[config.mk]
export PLATFORM = sky130hd
export DESIGN_NAME = fetch_pc_unit
export DESIGN_NICKNAME = d
export VERILOG_FILES = /design/src/rtl/fetch_pc_unit.sv
export SDC_FILE = /design/constraint.sdc
export NUM_CORES = 1
export LEC_CHECK = 0
export ABC_AREA = 1
export CAP_MARGIN = 40
export CORE_ASPECT_RATIO = 0.7
export CORE_MARGIN = 2
export CORE_UTILIZATION = 50
export DETAILED_ROUTE_END_ITERATION = 16
export PLACE_DENSITY = 0.79
export SYNTH_ARGS = -nofsm -noshare
export SYNTH_HDL_FRONTEND = slang
export SYNTH_SLANG_ARGS = --single-unit
[constraint.sdc]
create_clock -name clk -period 5.7 [get_ports clk]
set_input_delay 1.14 -clock clk [delete_from_list [all_inputs] [get_ports clk]]
set_output_delay 1.14 -clock clk [all_outputs]
set_load 0.1 [all_outputs]
[src/rtl/fetch_pc_unit.sv]
// Instruction-fetch stage: owns the word-indexed PC and issues requests to
// instruction memory over a req/gnt/rvalid handshake. It also drives the IF/ID
// register, handles stalls, and drops stale responses after a redirect.
// Optional build macro FETCH_PERF_EN adds three 32-bit event counters.
module fetch_pc_unit #(
  parameter int unsigned     XLEN      = 32,
  parameter logic [XLEN-1:0] RESET_PC  = 32'h0000_0000,
  parameter logic [XLEN-1:0] NOP_INSTR = 32'h0000_0013
) (
  input  logic            clk,
  input  logic            rst_n,
  input  logic            jump,
  input  logic [XLEN-1:0] next,
  input  logic            stall,
  output logic            imem_req,
  output logic [XLEN-1:0] imem_addr,
  input  logic            imem_gnt,
  input  logic            imem_rvalid,
  input  logic [XLEN-1:0] imem_rdata,
  output logic            if_valid,
  output logic [XLEN-1:0] if_instr,
  output logic [XLEN-1:0] if_pc
`ifdef FETCH_PERF_EN
  ,
  output logic [31:0]     perf_fetch_cnt,
  output logic [31:0]     perf_redirect_cnt,
  output logic [31:0]     perf_stall_cnt
`endif
);

  typedef enum logic [2:0] {
    StIdle,
    StReq,
    StWait,
    StHold,
    StDrop
  } state_e;

  state_e          state_q, state_d;
  logic [XLEN-1:0] pc_q, pc_d;
  logic [XLEN-1:0] hold_instr_q, hold_instr_d;
  logic [XLEN-1:0] hold_pc_q, hold_pc_d;
  logic            if_valid_q, if_valid_d;
  logic [XLEN-1:0] if_instr_q, if_instr_d;
  logic [XLEN-1:0] if_pc_q, if_pc_d;

  // A word is handed to IF/ID this cycle (from memory or from the hold buffer)
  logic            deliver;
  logic [XLEN-1:0] deliver_instr;
  logic [XLEN-1:0] deliver_pc;

  // Fetch sequencing: next state, PC update and hold-buffer capture
  always_comb begin
    state_d       = state_q;
    pc_d          = pc_q;
    hold_instr_d  = hold_instr_q;
    hold_pc_d     = hold_pc_q;
    deliver       = 1'b0;
    deliver_instr = imem_rdata;
    deliver_pc    = pc_q;
    unique case (state_q)
      StIdle: begin
        state_d = StReq;
        if (jump) pc_d = next;
      end
      StReq: begin
        if (jump) begin
          pc_d = next;
          // A granted request now belongs to the old stream; its response must be dropped
          if (imem_gnt) state_d = StDrop;
        end else if (imem_gnt) begin
          state_d = StWait;
        end
      end
      StWait: begin
        if (jump) begin
          pc_d    = next;
          state_d = imem_rvalid ? StReq : StDrop;
        end else if (imem_rvalid) begin
          if (stall) begin
            hold_instr_d = imem_rdata;
            hold_pc_d    = pc_q;
            state_d      = StHold;
          end else begin
            deliver = 1'b1;
            state_d = StReq;
          end
        end
      end
      StHold: begin
        if (jump) begin
          pc_d    = next;
          state_d = StReq;
        end else if (!stall) begin
          deliver       = 1'b1;
          deliver_instr = hold_instr_q;
          deliver_pc    = hold_pc_q;
          state_d       = StReq;
        end
      end
      StDrop: begin
        if (jump) pc_d = next;
        // Outstanding response retires the stale request; resume at the latest target
        if (imem_rvalid) state_d = StReq;
      end
      default: state_d = StIdle;
    endcase
    if (deliver) pc_d = deliver_pc + XLEN'(1);
  end

  // IF/ID next value: redirect flushes, stall holds, otherwise load or bubble
  always_comb begin
    if_valid_d = if_valid_q;
    if_instr_d = if_instr_q;
    if_pc_d    = if_pc_q;
    if (jump) begin
      if_valid_d = 1'b0;
      if_instr_d = NOP_INSTR;
    end else if (stall) begin
      if_valid_d = if_valid_q;
    end else if (deliver) begin
      if_valid_d = 1'b1;
      if_instr_d = deliver_instr;
      if_pc_d    = deliver_pc;
    end else begin
      if_valid_d = 1'b0;
      if_instr_d = NOP_INSTR;
    end
  end

  // State, PC, hold buffer and IF/ID registers
  always_ff @(posedge clk or negedge rst_n) begin
    if (!rst_n) begin
      state_q      <= StIdle;
      pc_q         <= RESET_PC;
      hold_instr_q <= '0;
      hold_pc_q    <= '0;
      if_valid_q   <= 1'b0;
      if_instr_q   <= NOP_INSTR;
      if_pc_q      <= '0;
    end else begin
      state_q      <= state_d;
      pc_q         <= pc_d;
      hold_instr_q <= hold_instr_d;
      hold_pc_q    <= hold_pc_d;
      if_valid_q   <= if_valid_d;
      if_instr_q   <= if_instr_d;
      if_pc_q      <= if_pc_d;
    end
  end

  // Memory request side follows the state and PC directly
  always_comb begin
    imem_req  = (state_q == StReq);
    imem_addr = pc_q;
    if_valid  = if_valid_q;
    if_instr  = if_instr_q;
    if_pc     = if_pc_q;
  end

`ifdef FETCH_PERF_EN
  logic [31:0] perf_fetch_q, perf_redirect_q, perf_stall_q;

  // Event counters; wrap naturally at 2^32
  always_ff @(posedge clk or negedge rst_n) begin
    if (!rst_n) begin
      perf_fetch_q    <= '0;
      perf_redirect_q <= '0;
      perf_stall_q    <= '0;
    end else begin
      perf_fetch_q    <= perf_fetch_q + {31'b0, (deliver & ~jump & ~stall)};
      perf_redirect_q <= perf_redirect_q + {31'b0, jump};
      perf_stall_q    <= perf_stall_q + {31'b0, (stall & if_valid_q)};
    end
  end

  // Counter outputs
  always_comb begin
    perf_fetch_cnt    = perf_fetch_q;
    perf_redirect_cnt = perf_redirect_q;
    perf_stall_cnt    = perf_stall_q;
  end
`endif

endmodule
==> impl_metrics.toml, run 1 <==
[run_status]
status = "finished clean"

[final_layout]
antennaDiodeCount = 0
layout_common_cells = "483 x sky130_fd_sc_hd__nand2_1, 166 x sky130_fd_sc_hd__clkdlybuf4s50_1, 161 x sky130_fd_sc_hd__dfrtp_1"
postLayoutCellArea_um2 = 12700
mostFrequentLayoutCell = "sky130_fd_sc_hd__nand2_1"
areaGrowthSynthToFinish_pct = 47.6
final_layout_size_suffix_gt1_share_pct = 12.2
filler_cell_count = 1178
nets = 1516
final-instance-count-excl-fill = 1689

[logic_synthesis]
syn_nets = 1276
netlist.area_leader.share_pct = 46.9
synth-seq-area-share_pct = 47.8
syn-cell-area_um2 = 8590
syn-instance-count = 1205
synth-seq-cells = 164
postSynthAreaPerCell_um2 = 7.13
ys.warnings.count = 0
synthTopCellsByArea = "sky130_fd_sc_hd__dfrtp_1 47%, sky130_fd_sc_hd__nand2_1 21%, sky130_fd_sc_hd__o21ai_0 7.9%"
synth_top_area_cell = "sky130_fd_sc_hd__dfrtp_1"
yosysUniqueCellTypes = 33

[floorplanning]
boundaryPins = 168
die-area_um2 = 18300
core_region_area_um2 = 17000
die_height_um = 114
start_util_pct = 50.6
row_count = 40
fp.dieW_um = 161

[critical_path]
critical_path.startpoint_type = "primary input"
maximum_fanout_encountered_on_the_critical_timing_path = 40
crit_path_top_delay_cell = "sky130_fd_sc_hd__clkdlybuf4s50_1"
crit_path_cell_trace = "clkdlybuf4s50_1, inv_2, nand2_1, nor2_2, inv_2, a21oi_4, inv_2, buf_4, nand2_2, inv_2, nor2_1, nand2_1, nand2_1"
crit_required_ns = 6.02
crit-reg2reg-launch = "state_q[0]$_DFFE_PN0P_"
r2r_setup_slack_ns = 2.33
crit_path_end_kind = "flop"
beginning_of_the_critical_path = "jump"
cp.arrival_ns = 4.45
cp_slowest_stage_delay_ns = 0.54
critical_path_buf_inv_count = 6
crit_top_cell = "sky130_fd_sc_hd__inv_2"
path_delay_family = "buffers and inverters"
kind_of_critical_path = "primary input to flop"

[drt]
post-route-drc-count = 0
vias = 9112
final_antenna_net_count = 0
finalWirelength_um = 28700
average_wire_length_per_cell_after_detail_routing_um = 17.0
via_density = 5.39
drt-pass1-iter-count = 7
detailed_router_s_first_iteration_violation_count = 1030

[global_route]
wire_length_of_the_first_global_routing_pass_um = 46000
grt_pass1_vias = 8828
grt_max_degree = 81
globalRouteTotalUtil_pct = 32.2
initial_antenna_violation_count = 0
grt-ovfl-total = 0

[clocking]
cts_post_setup_buffers_inserted = 0
worst_setup_hold_path_clk_slew_ns = 0.08
cts_tree = "yes"
ctsLongestPathBuffers = 2
cts.htree.levels = 4
cts.repair.resized = 0
ctsHoldBuffers = 0
cts_root_buf = "sky130_fd_sc_hd__clkbuf_16"
clock_insertion_delay_worst_skew_ns = 0.43
cts_buffers = 17
cts_num_sinks = 164

[sta]
grt_setup_unrepaired = "no"
final-hold-violation-count = 0
slew_headroom_pct = 49.9
timing.fmax_mhz = 242
final.setup.worst_slack_ns = 1.58
layout_min_cycle_time_ns = 4.12
totalNegativeSetupSlack_ns = 0
post-route-period-util_pct = 72.4
slew_viol_final = 0
clock-skew-final_ns = 0.0112
worst_pin_slew_ns = 0.752
finalSetupViolCount = 0

[worst_hold_path]
min_from = "hold_instr_q[21]$_DFFE_PN0P_"
min_path_type = "flop to flop"

[job]
max_cap_violations = 0

[pwr]
static-leakage-power_nw = 6.06
power.density_cell_area_nw_per_um2 = 601
maximum_vdd_drop_uv = 411

[place]
placed_area_um2 = 12100
post-dp-hpwl_um = 20700
portBuffers = 167
detailedPlace.worstSlack_ns = 1.21
placedCellCount = 1657
gp_congestion = 0.965
logic make-up (layout without fill, tap and decap cells):
| kind of cell | count (synthesis) | count (layout) | synth area share (%) |
|---|---|---|---|
| adder cells (fa/ha/maj) | 1 | 1 | 0.146 |
| XOR/XNOR | 1 | 1 | 0.102 |
| buffers and inverters | 159 | 412 | 7.72 |
| AO/OA/AOI/OAI | 219 | 219 | 13.4 |
| AND/OR/NAND/NOR | 661 | 661 | 30.8 |
| flip-flops | 164 | 164 | 47.8 |
path summary, 6_finish.rpt:
check | cells past startpoint | to
max | 13 | imem_addr[31]$_DFFE_PN0P_
min | 2 | hold_instr_q[21]$_DFFE_PN0P_
max reg2reg | 12 | imem_addr[31]$_DFFE_PN0P_
min reg2reg | 2 | hold_instr_q[21]$_DFFE_PN0P_
max in group asynchronous | 2 | hold_pc_q[29]$_DFFE_PN0P_
min in group asynchronous | 1 | if_pc[11]$_DFFE_PN0P_
area by class of cell:
cell class | count | area, µm² | share of cell area, %
Timing Repair Buffer | 279 | 3510 | 27.7
Tap cell | 231 | 289 | 2.28
Inverter | 101 | 379 | 2.99
Sequential cell | 164 | 4110 | 32.4
Clock buffer | 17 | 425 | 3.35
Clock inverter | 15 | 149 | 1.17
Multi-Input combinational cell | 882 | 3830 | 30.2
stage by stage:
step	util, %	total power, mW	hold slack (ns)
3_3_place_gp	61.0	5.49	0.462
3_5_place_dp	71.4	6.45	0.469
6_report	74.8	7.62	0.485
2_1_floorplan	-	4.59	0.448
5_1_grt	74.8	7.98	0.500
4_1_cts	74.8	7.60	0.488
cell usage after synthesis:
master / number
sky130_fd_sc_hd__nor2_4: 4
sky130_fd_sc_hd__a41oi_1: 1
sky130_fd_sc_hd__nand3b_1: 2
sky130_fd_sc_hd__a31oi_1: 22
sky130_fd_sc_hd__dfstp_2: 3
sky130_fd_sc_hd__nor3_2: 1
sky130_fd_sc_hd__nor3_1: 1
sky130_fd_sc_hd__buf_1: 4
sky130_fd_sc_hd__a21oi_4: 1
sky130_fd_sc_hd__o21ai_2: 1
sky130_fd_sc_hd__nor2_2: 8
sky130_fd_sc_hd__xor2_1: 1
sky130_fd_sc_hd__a21oi_1: 31
sky130_fd_sc_hd__o21ai_0: 136
sky130_fd_sc_hd__a21oi_2: 1
sky130_fd_sc_hd__dfrtp_1: 161
sky130_fd_sc_hd__inv_2: 4
sky130_fd_sc_hd__nor2_1: 91
sky130_fd_sc_hd__clkbuf_1: 24
sky130_fd_sc_hd__a211oi_1: 1
sky130_fd_sc_hd__nand2_2: 7
sky130_fd_sc_hd__buf_2: 23
sky130_fd_sc_hd__nand3_1: 62
sky130_fd_sc_hd__nand2_4: 1
sky130_fd_sc_hd__o22ai_1: 1
sky130_fd_sc_hd__clkinv_1: 1
sky130_fd_sc_hd__inv_1: 96
sky130_fd_sc_hd__nand2_1: 484
sky130_fd_sc_hd__buf_4: 4
sky130_fd_sc_hd__o21ai_1: 23
sky130_fd_sc_hd__ha_1: 1
sky130_fd_sc_hd__buf_6: 3
sky130_fd_sc_hd__o211ai_1: 1
metal layers:
layer / up-vias / track usage (%) / routed length, µm
li1: 4299 / - / -
met1: 4307 / 45.1 / 12200
met2: 448 / 50.5 / 13200
met3: 58 / 7.78 / 2660
met4: 0 / 9.11 / 637
met5: - / 0 / 0
sequential cells by signal, indices dropped and copies added (netlist names):
name	flops
if_pc	32
imem_addr	32
if_valid	1
hold_instr_q	32
state_q	3
hold_pc_q	32
if_instr	32
report_power, final:
part	internal, mW	switching, mW	total (mW)
registers	1.60	0.344	1.94
clock network	0.586	0.549	1.14
logic	1.54	3.01	4.54
worst min-delay path: stages, from the launching register on:
cell                      delay [ns]
sky130_fd_sc_hd__dfrtp_1        0.34
sky130_fd_sc_hd__nand2_1        0.05
sky130_fd_sc_hd__o21ai_0        0.06
Note: power is estimated with default switching activity, not from simulation.
==> run 2, diff against run 1 <==
==> constraint.sdc (replaced) <==
create_clock -name clk -period 4 [get_ports clk]
set_input_delay 0.8 -clock clk [delete_from_list [all_inputs] [get_ports clk]]
set_output_delay 0.8 -clock clk [all_outputs]
set_load 0.1 [all_outputs]
==> run 2 against run 1 <==
Effect of this change: global-route usage about the same; sequential share of layout area about the same; wire length down 0.62%; highest routed layer unchanged; via count up 0.90%; die area unchanged; sequential power rose by 42%; worst hold slack worse by 0.11 ns.
==> impl_metrics.toml, run 2 (same netlist as run 1, synthesis figures left out) <==
[critical_path]
worstReg2RegEnd = "imem_addr[22]$_DFFE_PN0P_"
cp.arrival_ns = 3.64
kind_of_critical_path = "flop to flop"
cp_slowest_stage_delay_ns = 0.50
crit_path_end_kind = "flop"
worst_r2r_path_depth = 15
critical_path_buf_inv_count = 1
crit_top_cell = "sky130_fd_sc_hd__nand2_1"
critical_path.startpoint_type = "flop"
crit_path_cell_trace = "nor2_4, nand2_4, nand2_1, o21ai_2, inv_1, ha_1, nand2_1, nor2_2, nand2_1, nor2_2, nand2_1, nand2_1, nand3_1, nand2_1, nand2_1"
crit_required_ns = 4.33
crit-reg2reg-launch = "state_q[2]$_DFFE_PN0P_"
crit_path_top_delay_cell = "sky130_fd_sc_hd__nor2_4"
maximum_fanout_encountered_on_the_critical_timing_path = 36
timing.critical_path.depth = 15
r2r_setup_slack_ns = 0.69
path_delay_family = "simple AND/OR/NAND/NOR gates"

[run_status]
status = "finished clean"

[floorplanning]
fp.dieW_um = 161
start_util_pct = 50.6
row_count = 40
boundaryPins = 168
die-area_um2 = 18300
die_height_um = 114
core_region_area_um2 = 17000

[clocking]
ctsHoldBuffers = 0
cts.htree.levels = 4
cts_post_setup_buffers_inserted = 0
ctsLongestPathBuffers = 2
cts_num_sinks = 164
cts_tree = "yes"
clock_insertion_delay_worst_skew_ns = 0.43
worst_setup_hold_path_clk_slew_ns = 0.07
cts_root_buf = "sky130_fd_sc_hd__clkbuf_16"
cts.repair.resized = 0
cts_buffers = 17

[sta]
worst_pin_slew_ns = 0.701
clock-skew-final_ns = 0.0110
finalSetupViolCount = 0
totalNegativeSetupSlack_ns = 0
grt_setup_unrepaired = "no"
post-route-period-util_pct = 82.7
slew_headroom_pct = 52.7
slew_viol_final = 0
final-hold-violation-count = 0
layout_min_cycle_time_ns = 3.31
timing.fmax_mhz = 302

[final_layout]
final-instance-count-excl-fill = 1689
nets = 1516
mostFrequentLayoutCell = "sky130_fd_sc_hd__nand2_1"
final_layout_size_suffix_gt1_share_pct = 12.3
antennaDiodeCount = 0
areaGrowthSynthToFinish_pct = 47.6
layout_common_cells = "483 x sky130_fd_sc_hd__nand2_1, 165 x sky130_fd_sc_hd__clkdlybuf4s50_1, 161 x sky130_fd_sc_hd__dfrtp_1"

[drt]
vias = 9194
drt-pass1-iter-count = 8
final_antenna_net_count = 0
detailed_router_s_first_iteration_violation_count = 1012
average_wire_length_per_cell_after_detail_routing_um = 16.9
finalWirelength_um = 28500
via_density = 5.44
post-route-drc-count = 0

[place]
post-dp-hpwl_um = 20700
gp_congestion = 1.01
portBuffers = 167
placedCellCount = 1657

[global_route]
grt_pass1_vias = 8742
grt_max_degree = 73
globalRouteTotalUtil_pct = 32.2
initial_antenna_violation_count = 0
wire_length_of_the_first_global_routing_pass_um = 45900
grt-ovfl-total = 0

[pwr]
maximum_vdd_drop_uv = 785
power.density_cell_area_nw_per_um2 = 862
static-leakage-power_nw = 6.06

[job]
max_cap_violations = 0

[worst_hold_path]
min_path_type = "primary input to async pin"
-- run 2: worst max path at each step --
stage                           startpoint                   endpoint
floorplan           state_q[2]$_DFFE_PN0P_                   imem_req
global placement                      jump  imem_addr[22]$_DFFE_PN0P_
finish              state_q[2]$_DFFE_PN0P_  imem_addr[22]$_DFFE_PN0P_
detailed placement                   stall  imem_addr[22]$_DFFE_PN0P_
global route        state_q[2]$_DFFE_PN0P_  imem_addr[22]$_DFFE_PN0P_
CTS                 state_q[2]$_DFFE_PN0P_  imem_addr[22]$_DFFE_PN0P_
-- run 2: report_power, final --
part	switching, mW	total, mW	internal [mW]
Clock	0.741	1.70	0.957
Sequential	0.484	2.76	2.27
Combinational	4.31	6.47	2.17
Total	5.53	10.9	5.40
-- run 2: metrics by stage --
step / power, mW / instance area [µm²] / util [%] / worst slack, ns / hold slack [ns]
3_5_place_dp: 9.17 / 12100 / 71.2 / 0.508 / 0.471
4_1_cts: 10.9 / 12700 / 74.8 / 0.797 / 0.416
3_3_place_gp: 7.85 / 10400 / 61.3 / 0.635 / 0.463
2_1_floorplan: 6.55 / 8590 / - / 0.615 / 0.448
5_1_grt: 11.4 / 12700 / 74.8 / 0.489 / 0.431
6_report: 10.9 / 12700 / 74.8 / 0.693 / 0.372
-- run 2: per-layer routing --
layer / part of all wire [%] / up-vias / global-route usage (%)
met5: 0 / - / 0
met4: 2.5 / 0 / 9.52
met3: 10 / 75 / 7.82
met2: 44 / 487 / 49.7
met1: 43 / 4332 / 45.6
li1: - / 4300 / -
-- run 2: final cells by class --
type,instances,area (µm²)
Clock buffer,18,439
Clock inverter,14,164
Fill cell,1185,4280
Inverter,101,379
Multi-Input combinational cell,882,3830
Sequential cell,164,4110
Tap cell,231,289
Timing Repair Buffer,279,3480
